==> config.mk <==
export PLATFORM = sky130hd
export DESIGN_NAME = trace_uart_tx
export DESIGN_NICKNAME = d
export VERILOG_FILES = /design/src/rtl/trace_uart_tx.sv
export SDC_FILE = /design/constraint.sdc
export NUM_CORES = 1
export LEC_CHECK = 0
export CORE_MARGIN = 5
export CORE_UTILIZATION = 23
export DETAILED_ROUTE_END_ITERATION = 12
export HOLD_SLACK_MARGIN = 0.03
export PLACE_DENSITY_LB_ADDON = 0.25
export SLEW_MARGIN = 0
export SYNTH_ARGS = -nofsm -noshare
export SYNTH_HDL_FRONTEND = slang
export SYNTH_SLANG_ARGS = --single-unit
==> constraint.sdc <==
create_clock -name Clock -period 5.3 [get_ports Clock]
set_input_delay 1.325 -clock Clock [delete_from_list [all_inputs] [get_ports Clock]]
set_output_delay 1.325 -clock Clock [all_outputs]
set_load 0.03 [all_outputs]
==> src/rtl/trace_uart_tx.sv <==
// Commit-trace serializer: buffers {PC, wr_en, wr_reg, wr_data} records and streams them as UART 8N1 frames.
// Define TRACE_CHECKSUM_EN to append an XOR checksum byte to every record.
module trace_uart_tx #(
  parameter int CLKS_PER_BIT = 16,
  parameter int FIFO_DEPTH   = 4
) (
  input  logic        Clock,
  input  logic        Reset,
  input  logic        trace_valid,
  input  logic [31:0] PC_in,
  input  logic        wr_en,
  input  logic [4:0]  wr_reg,
  input  logic [31:0] wr_data,
  output logic        tx,
  output logic        busy,
  output logic        overflow,
  output logic [7:0]  drop_count
);

  localparam int PW    = $clog2(FIFO_DEPTH);
  localparam int CW    = $clog2(CLKS_PER_BIT);
  localparam int REC_W = 70;
`ifdef TRACE_CHECKSUM_EN
  localparam int NBYTES = 11;
`else
  localparam int NBYTES = 10;
`endif

  typedef enum logic [1:0] {IDLE, START, DATA, STOP} state_t;

  logic [REC_W-1:0] mem_q [FIFO_DEPTH];
  logic [PW-1:0]    wr_ptr_q, rd_ptr_q;
  logic [PW:0]      count_q;
  logic             overflow_q;
  logic [7:0]       drop_count_q;

  state_t           state_q, state_d;
  logic [CW-1:0]    clk_cnt_q, clk_cnt_d;
  logic [2:0]       bit_idx_q, bit_idx_d;
  logic [3:0]       byte_idx_q, byte_idx_d;

  logic             full, empty, push, drop, pop, bit_end, last_byte;
  logic [REC_W-1:0] head;
  logic [31:0]      head_pc, head_data;
  logic             head_en;
  logic [4:0]       head_reg;
  logic [7:0]       cur_byte;

  assign full  = (count_q == (PW+1)'(FIFO_DEPTH));
  assign empty = (count_q == '0);
  // Full is judged on the registered occupancy, so a same-cycle pop never frees room for a push.
  assign push  = trace_valid & ~full;
  assign drop  = trace_valid & full;

  always_ff @(posedge Clock) begin
    if (push) begin
      mem_q[wr_ptr_q] <= {PC_in, wr_en, wr_reg, wr_data};
    end
  end

  always_ff @(posedge Clock or negedge Reset) begin
    if (!Reset) begin
      wr_ptr_q     <= '0;
      rd_ptr_q     <= '0;
      count_q      <= '0;
      overflow_q   <= 1'b0;
      drop_count_q <= 8'd0;
    end else begin
      if (push) wr_ptr_q <= wr_ptr_q + PW'(1);
      if (pop)  rd_ptr_q <= rd_ptr_q + PW'(1);
      count_q <= count_q + (PW+1)'(push) - (PW+1)'(pop);
      if (drop) begin
        overflow_q <= 1'b1;
        if (drop_count_q != 8'hFF) drop_count_q <= drop_count_q + 8'd1;
      end
    end
  end

  assign head      = mem_q[rd_ptr_q];
  assign head_pc   = head[69:38];
  assign head_en   = head[37];
  assign head_reg  = head[36:32];
  assign head_data = head[31:0];

  always_comb begin
    cur_byte = 8'hA5;
    case (byte_idx_q)
      4'd1:    cur_byte = head_pc[31:24];
      4'd2:    cur_byte = head_pc[23:16];
      4'd3:    cur_byte = head_pc[15:8];
      4'd4:    cur_byte = head_pc[7:0];
      4'd5:    cur_byte = {head_en, 2'b00, head_reg};
      4'd6:    cur_byte = head_data[31:24];
      4'd7:    cur_byte = head_data[23:16];
      4'd8:    cur_byte = head_data[15:8];
      4'd9:    cur_byte = head_data[7:0];
`ifdef TRACE_CHECKSUM_EN
      4'd10:   cur_byte = 8'hA5 ^ head_pc[31:24] ^ head_pc[23:16] ^ head_pc[15:8] ^ head_pc[7:0]
                        ^ {head_en, 2'b00, head_reg}
                        ^ head_data[31:24] ^ head_data[23:16] ^ head_data[15:8] ^ head_data[7:0];
`endif
      default: cur_byte = 8'hA5;
    endcase
  end

  assign bit_end   = (clk_cnt_q == CW'(CLKS_PER_BIT - 1));
  assign last_byte = (byte_idx_q == 4'(NBYTES - 1));

  always_ff @(posedge Clock or negedge Reset) begin
    if (!Reset) begin
      state_q    <= IDLE;
      clk_cnt_q  <= '0;
      bit_idx_q  <= 3'd0;
      byte_idx_q <= 4'd0;
    end else begin
      state_q    <= state_d;
      clk_cnt_q  <= clk_cnt_d;
      bit_idx_q  <= bit_idx_d;
      byte_idx_q <= byte_idx_d;
    end
  end

  always_comb begin
    state_d    = state_q;
    clk_cnt_d  = bit_end ? '0 : clk_cnt_q + CW'(1);
    bit_idx_d  = bit_idx_q;
    byte_idx_d = byte_idx_q;
    pop        = 1'b0;
    tx         = 1'b1;
    case (state_q)
      IDLE: begin
        clk_cnt_d  = '0;
        bit_idx_d  = 3'd0;
        byte_idx_d = 4'd0;
        if (!empty) state_d = START;
      end
      START: begin
        tx = 1'b0;
        if (bit_end) begin
          bit_idx_d = 3'd0;
          state_d   = DATA;
        end
      end
      DATA: begin
        tx = cur_byte[bit_idx_q];
        if (bit_end) begin
          if (bit_idx_q == 3'd7) state_d = STOP;
          else                   bit_idx_d = bit_idx_q + 3'd1;
        end
      end
      STOP: begin
        tx = 1'b1;
        if (bit_end) begin
          if (last_byte) begin
            pop        = 1'b1;
            byte_idx_d = 4'd0;
            // A push landing on this very edge still counts, keeping the stream gap-free.
            state_d    = (count_q > (PW+1)'(1) || push) ? START : IDLE;
          end else begin
            byte_idx_d = byte_idx_q + 4'd1;
            state_d    = START;
          end
        end
      end
      default: state_d = IDLE;
    endcase
  end

  assign busy       = (state_q != IDLE) | ~empty;
  assign overflow   = overflow_q;
  assign drop_count = drop_count_q;

endmodule

==> run summary <==
Status: finished, final reports clean
Syn Inst Count: 630
Root buf cell: clkbuf_16
Worst hold path class: flop to flop
DIE AREA: 0.0588 mm²
Antenna fix cells: 0
Crit path max-delay cell type: dfrtp_1
Die Height: 242 µm
Static leakage: 4.94 nW
Fin nets: 833
Power per Cell Area: 420 mW/mm²
Core Util, Final: 28.6%
Clock latency on the worst-skew pair: 0.54 ns
Placed insts: 1399
Syn_area_per_cell: 19.7 µm²
Synth Flop Type: edfxtp_1
Post-place setup slack: 0.585 ns
DR vias: 6279
CTS tree: yes
Final count of hold timing violations: 0
Clock-pin slew on the worst setup and hold paths: 0.06 ns
Cell area after synthesis: 0.0124 mm²
Slew Limit Fails: 0
Number of nets still failing antenna checks after routing: 0
FF-to-FF End: count_q[1]
Worst hold slack: 0.476 ns
H-tree Lvls: 2
Syn nets: 719
Core area: 0.0537 mm²
Period Utilization, post-route: 94.2%
Final setup viols: 0
WL/cell: 20.3 µm
Fmax achieved: 0.200 GHz
DP Wirelength: 19700 µm
Rows: 85
Layout Cells excl Fill: 1468
Unique masters post-synth: 60
Arrival time at the worst endpoint: 3.67 ns
Hold buffer count at cts: 0
DRC: 0
IO Pins: 84
Area delta synth->final: 23.6%
All-Layer GR Usage: 9.97%
Crit-path cells: nor4b_2 -> a22oi_1 -> o211ai_1 -> a311oi_1 -> o311a_1 -> a211oi_1 -> buf_4 -> clkdlybuf4s50_1
Share of layout cells above drive strength 1: 20.3%
Post-synth EDFFs: 280
RSZ-0062 raised after global routing: no
Register Area: 0.00914 mm²
Async S/R FF share, synth: 9.39%
Drt via density: 4.28
Total Wirelength: 29800 µm
Area of the multi-input gates: 0.00307 mm²
Pre-Repair DR Iteration Count: 5
Final GP Congestion: 0.869
Worst Setup Start Kind: flop
Largest net degree at the start of global routing: 43
Worst EP required: 3.97 ns
Vias in the first global route: 6617
Final setup TNS: 0 ns
Max incr delay on CP: 0.71 ns
Worst Hold Path EP: overflow
Sequential element share of the synthesized area: 73.5%
MaxCap Viol Count: 0
Sink Count: 309
Worst reg2reg startpoint: byte_idx_q[0]
Worst clock skew: 0.0194 ns
Fin crit period: 4.99 ns
Synth Warn #: 0
Clock Tree Buf Depth: 3
CP max FO: 16
Slew HR: 52.1%
Chip width: 242 µm
#FFs+latches synth: 309
Port Buffers: 83
Min-delay src: overflow
Initial core utilization: 23.1%
Antenna violations before repair: 1
Worst setup margin: 0.307 ns
Crit Path Category: flop to output pin
DRT iter0 DRCs: 471
GR Overflow Total: 0
Num CTS Buffers: 36
Slew @ Worst Pin: 0.717 ns
R2R Setup Slk: 2.24 ns
Peak VDD IR: 229 µV
FILL cells: 5226
Reg2Reg Depth: 7
Hold depth: 1
CP Capture Type: output pin
First-pass GRT wire length: 44300 µm
## cells in the mapped netlist (4+ instances only)
master,n,share of area (%)
nor2_1,13,0.39
nor3_1,9,0.36
nand2b_1,5,0.25
a32oi_1,7,0.49
o21ai_0,13,0.52
buf_6,4,0.36
a22o_1,4,0.28
dfrtp_1,29,5.8
buf_2,12,0.48
buf_4,5,0.30
mux4_2,66,12
a31oi_1,5,0.25
mux2i_1,9,0.72
xnor2_1,8,0.56
nand2_1,19,0.57
inv_1,13,0.39
edfxtp_1,280,68
nand3_1,12,0.48
and2_1,6,0.30
nor2b_1,12,0.60
ha_1,15,1.5
clkbuf_1,7,0.21
a21oi_1,11,0.44
xor2_1,4,0.28
a22oi_1,8,0.48
## what timing repair did
item	4_1_cts	5_1_grt
hold endpoints to repair	0	0
buffers inserted	3	0
gates resized for setup	0	2
endpoints found under the setup margin	1	1
## cell type report
class | instances | area share, %
Clock inverter | 24 | 1.34
Multi-Input combinational cell | 277 | 20.0
Clock buffer | 42 | 6.15
Sequential cell | 309 | 59.5
Inverter | 14 | 0.342
Tap cell | 696 | 5.67
Timing Repair Buffer | 106 | 7.02
## cell usage in the layout, fill, tap and decap left out, types with 12 or more instances in the layout
master | Yosys | layout
nor2_1 | 13 | 13
o21ai_0 | 13 | 13
buf_4 | 5 | 17
nor2b_1 | 12 | 12
dfrtp_1 | 29 | 26
mux4_2 | 66 | 66
nand2_1 | 19 | 19
inv_1 | 13 | 13
edfxtp_1 | 280 | 280
nand3_1 | 12 | 12
clkdlybuf4s50_1 | 0 | 83
clkbuf_16 | 0 | 37
ha_1 | 15 | 15
## how the worst max path moves through the flow
stage	from	end	slack [ns]
5_1_grt	byte_idx_q[2]	tx	0.08
3_3_place_gp	rd_ptr_q[0]	tx	0.59
2_1_floorplan	trace_valid	mem_q[0][0]	1.43
6_report	byte_idx_q[2]	tx	0.31
3_5_place_dp	rd_ptr_q[0]	tx	0.59
4_1_cts	byte_idx_q[0]	tx	0.04
## registers in the layout, summed over array words and instances (netlist names), 2 cells and up
register,count
mem_q,280
drop_count,8
byte_idx_q,4
clk_cnt_q,4
bit_idx_q,3
count_q,3
rd_ptr_q,2
state_q,2
wr_ptr_q,2
## through the flow
step	power [mW]	area [µm²]
after floorplan	3.75	12400
after global placement	4.16	14200
after detailed placement	4.16	14200
after CTS	6.59	15400
after global routing	6.77	15400
final	6.46	15400
## power by group
group          switching (mW)  internal, mW  total [mW]
Combinational           0.502         0.287       0.790
Sequential              0.109          3.17        3.28
Clock                   0.994          1.39        2.39
## per-layer routing
layer / global-route usage, % / vias up / share of wire [%]
li1: - / 2827 / -
met1: 13.7 / 3256 / 45
met2: 15.7 / 150 / 48
met3: 2.20 / 44 / 4.6
met4: 3.37 / 2 / 2.3
met5: 0 / - / 0.024
## cell families after synthesis
| family | count (synthesis) | synth area share (%) |
|---|---|---|
| buffers and inverters | 44 | 1.97 |
| muxes | 80 | 13.5 |
| xor gates and xnor gates | 12 | 0.846 |
| and+or+nand+nor | 93 | 4.14 |
| adders and majority gates | 16 | 1.67 |
| AOI/OAI and AO/OA | 76 | 4.38 |
| DFF | 309 | 73.5 |
## worst max-delay path, delay by kind of cell (launching register included)
family | cells | cell delay, ns
buf+inv | 2 | 0.84
simple gates | 1 | 0.58
flops | 1 | 0.71
compound gates | 5 | 1.01
(Power assumes the default switching activity.)
